File: src/rtl/program_memory.sv
// Never8 program store: 256 x 8 RAM with a registered, read-first read port
// indexed by the PC and a synchronous load port. Powers up holding the default image.
module program_memory #(
    parameter int ADDR_WIDTH = 8,
    parameter int DATA_WIDTH = 8
) (
    input  logic                  clk,
    input  logic                  rst,
    input  logic [ADDR_WIDTH-1:0] address,
    input  logic                  we,
    input  logic [ADDR_WIDTH-1:0] wr_addr,
    input  logic [DATA_WIDTH-1:0] wr_data,
    output logic [DATA_WIDTH-1:0] data_out
);

    localparam int DEPTH = 2 ** ADDR_WIDTH;

    // Default image: a single 0x01 at the reset vector, NOP everywhere else.
    // The array carries no reset so rst never disturbs loaded code.
    logic [DATA_WIDTH-1:0] mem [DEPTH] = '{0: DATA_WIDTH'(8'h01), default: {DATA_WIDTH{1'b0}}};

    // Load port; suppressed while the block is held in reset
    always_ff @(posedge clk) begin
        if (we && !rst) begin
            mem[wr_addr] <= wr_data;
        end
    end

    // Registered read port; sampling the array before the write lands gives read-first behaviour
    always_ff @(posedge clk or posedge rst) begin
        if (rst) begin
            data_out <= {DATA_WIDTH{1'b0}};
        end else begin
            data_out <= mem[address];
        end
    end

endmodule

File: config.mk
export PLATFORM = sky130hd
export DESIGN_NAME = program_memory
export DESIGN_NICKNAME = d
export VERILOG_FILES = /design/src/rtl/program_memory.sv
export SDC_FILE = /design/constraint.sdc
export NUM_CORES = 2
export LEC_CHECK = 0
export CAP_MARGIN = 10
export CORE_MARGIN = 4
export CORE_UTILIZATION = 30
export CTS_CLUSTER_DIAMETER = 60
export CTS_CLUSTER_SIZE = 24
export DETAILED_ROUTE_END_ITERATION = 12
export GPL_ROUTABILITY_DRIVEN = 0
export HOLD_SLACK_MARGIN = 0.02
export SETUP_SLACK_MARGIN = 0.02
export SLEW_MARGIN = 20
export SYNTH_ARGS = -nofsm -noshare
export SYNTH_HDL_FRONTEND = slang
export SYNTH_SLANG_ARGS = --single-unit
File: constraint.sdc
create_clock -name clk -period 3.4 [get_ports clk]
set_input_delay 0.68 -clock clk [delete_from_list [all_inputs] [get_ports clk]]
set_output_delay 0.68 -clock clk [all_outputs]
set_load 0.01 [all_outputs]
==> summary by stage <==
Global routing
The aggregate global routing overflow is 0. The number of global-route vias before repair is 39,643. The maximum number of pins on one net before global-route repair is 113. The first global-routing pass estimated 291 mm of wire.

In the global route stage, overall resource usage came out at 0.145. The initial antenna violation count is 8.

Synthesis
The async set or reset register ratio after synthesis is 0.00389. The number of enable-type register cells in the synthesized netlist is 2,048. When the netlist entered floorplanning its net count stood at 3,815.

The top cell type's share of synthesized area is 0.771. Among all flip-flop cells after synthesis, the most frequent one is edfxtp_1. For this run, the register share of the synthesized area comes to 0.773.

The biggest area contributor in the post-synthesis netlist is edfxtp_1. The cell area that synthesis handed to floorplanning was 0.0798 mm². A synthesized cell averages approximately 21 µm². The number of warnings reported in the yosys synthesis log is 0. The most repeated cell in the gate-level netlist after synthesis is edfxtp_1. Yosys attributes the largest share of cell area to edfxtp_1 77%, mux4_2 12%, mux2i_1 1.9%. In the synthesized netlist, the number of instances is 3,788. The post-synthesis cell type count is 55.

Counting flops and latches in the post-synthesis netlist gives 2,056. Ranked by instance count, the synthesized netlist is headed by 2,048 x edfxtp_1, 429 x mux4_2, 298 x nor2_1.

Clock network
Counting the buffers created by CTS gives 119. Buffers inserted to repair hold after CTS numbered 0. The H-tree was split into 3 levels.

TritonCTS built the clock tree. Buffers added to address setup during post-CTS repair amount to 0. The clock root buffer master is clkbuf_16.

The longest clock path from root to sink contains 3 buffers. Counting every sink on the clock net gives a little over 2,000. The clock slew at the register clock pins of the worst setup and hold paths is 0.09 ns.

After clock tree synthesis, the repair step resized 0 gates. At the later pin of the worst-skew pair, clock insertion delay measures 0.80 ns.

STA
The final count of negative-setup-slack endpoints is 0. Static timing analysis puts the maximum clock frequency at 316 MHz. The final critical path time including I/O delays and setup is 3.17 ns.

The worst-margin pin slew is approximately 1.1 ns. Setup repair after global routing left no endpoint under its margin. The total count of max-transition violations in the final report is 0. The number of hold-slack violations in the final timing report is 0.

The worst path meets setup with about 0.23 ns of slack. The worst-case headroom to the max-slew limit is 0.263. Dividing the final minimum period by the clock period gives 0.932. The total negative setup slack is 0 ns. The final clock skew is 0.0425 ns.

Worst setup path
The critical path goes through buf_8, buf_12, buf_4, mux4_2, a22oi_1, a21oi_1, nor4_1, nor4_1. The signal arrival time at the worst endpoint is between 3 and 4 ns. The worst setup path is launched from an input port. The setup check on the worst reg-to-reg path leaves a slack of 0.63 ns. The data required time at the worst endpoint is between 4 and 5 ns. Counting stages on the worst path, the most repeated cell is nor4_1. The startpoint identified for the worst register-to-register timing path is mem[152][2]. The sort of element at the end of the critical path is a register. The highest net fanout along the worst path is 29. On the critical path, the stage with the largest delay is an instance of nor4_1.

The endpoint of the worst-slack reg-to-reg timing path is data_out[2]. The critical path contains buffers and inverters numbering 3 combined. In this design, the stage delay of the slowest critical-path cell is 0.96 ns. The critical path class is in2reg. The kind of cell adding the most delay to the critical path is simple AND/OR/NAND/NOR gates. The worst-case reg-to-reg path depth is 5.

Layout
Of the cells placed in the final design, the portion with a size suffix greater than 1 is 0.284. Once layout is complete, the utilization of the core stands at 0.347. The post-layout instance count excluding filler cells is 7,874. In the final layout, the multi-input gates occupy 0.0165 mm². The number of filler instances in the final layout is 24,628. The register cell area after layout is 0.0617 mm². The net count of the finished layout is 4,270. From synthesis to final layout, the design area changed by 15.2%.

Floorplanning
The core area is 0.265 mm². The die covers 0.274 mm². In this run the vertical extent of the chip is 524 µm. The floorplan has 189 rows.

The initial core utilization is 0.301. In this run the count of I/O pins placed on the die edge is 35. The floorplan step set the die width to 524 µm.

Power and ir drop
The power after layout is 46.8 mW. IR analysis of the VDD net gives a maximum drop of 0.407 mV. For this design the ratio of total power to cell area is 509 mW/mm². The analysis attributes to cell leakage a power of 28.6 nW.

Drt
The final wirelength is 202 mm. The DRC violation total after the first TritonRoute iteration is 4,761. The detailed-router iteration count before antenna repair is 8. The average via count per standard cell is 5.01. The routed length per instance is ~26 µm.

The detail route stage leaves a number of antenna-violating nets equal to 0. The number of remaining DRC errors is 0. The via count is approximately 39,000.

Outcome
The flow ran to the end, and the final reports show no timing, DRC or antenna violations.

Run
The number of max-cap violations is 0.

Place
The worst-case setup slack after placement is -0.448 ns. The number of placed instances, taps included, is 7,655. The half-perimeter wire length after placement is approximately 130 mm.

The number of input and output port buffers inserted is 34.

Min path
The hold-critical path endpoint is mem[240][1]. The startpoint of the lowest-slack hold path is wr_data[1]. Along the worst hold path, the cell count comes to 1. The min-delay analysis places its worst path in the category in2reg.
## worst max path at each step
stage                           from          end  slack, ns  depth (start not counted)
after floorplan                   we  mem[112][0]       0.89                          6
after global placement    address[0]  data_out[2]      -0.53                          8
after detailed placement  address[0]  data_out[2]      -0.45                          8
after CTS                 address[0]  data_out[2]       0.34                          8
after global routing      address[0]  data_out[2]       0.27                          8
final                     address[0]  data_out[2]       0.23                          8
## cell families (layout without fill, tap and decap cells)
group / count (synthesis) / after routing / synth area share
flip-flops: 2056 / 2056 / 0.773
multiplexers: 598 / 598 / 0.143
AND/OR/NAND/NOR: 475 / 475 / 0.0268
AO/OA/AOI/OAI: 420 / 420 / 0.0371
buffers and inverters: 239 / 788 / 0.0200
other: 0 / 4 / 0
## placed cells by master, fill, tap and decap left out, types with 20 or more instances in the layout
cell type,n
edfxtp_1,2048
buf_4,474
mux4_2,429
nor2_1,296
a22oi_1,152
mux2i_1,151
clkbuf_16,120
a21oi_1,74
buf_12,63
o22ai_1,51
nand2_1,45
o221ai_1,33
nor4_1,31
o21ai_0,28
a211oi_1,27
nand3_1,25
inv_6,23
clkdlybuf4s50_1,20
## stage by stage
step                instance area [µm²]  hold slack [ns]
finish                            91900            0.295
global route                      91900            0.276
CTS                               91900            0.239
detailed placement                87800             1.03
global placement                  87800             1.03
floorplan                         79800            0.496
## registers in the layout, summed over array words and instances, names as in the netlist
| register | cells |
|---|---|
| data_out | 8 |
| mem | 2048 |
## report_power, final
group	switching (mW)	internal, mW
combinational	1.71	1.05
sequential	0.0438	27.9
clock	8.67	7.47
## layer usage
layer  vias to the layer above  part of all wire  global-route usage
met5                         -                 0                   0
met4                         0             0.024              0.0382
met3                       241             0.071              0.0222
met2                      1458              0.49               0.238
met1                     21073              0.42               0.202
li1                      16689                 -                   -
## worst register-to-register path, delay by kind of cell, from the launching register on
kind,cells,cell delay (ns)
muxes,1,0.45
AOI/OAI and AO/OA,2,0.66
and+or+nand+nor,2,1.11
DFF,1,0.38
## layout make-up
cell class / instances / share of cell area
diodes: 4 / 0.000109
clock inverters: 86 / 0.0112
repair buffers: 570 / 0.0564
inverters: 3 / 0.000123
well taps: 3533 / 0.0481
flip-flops and latches: 2056 / 0.671
multi-input cells: 1493 / 0.180
clock buffers: 129 / 0.0330
Note: power is estimated with default switching activity, not from simulation.
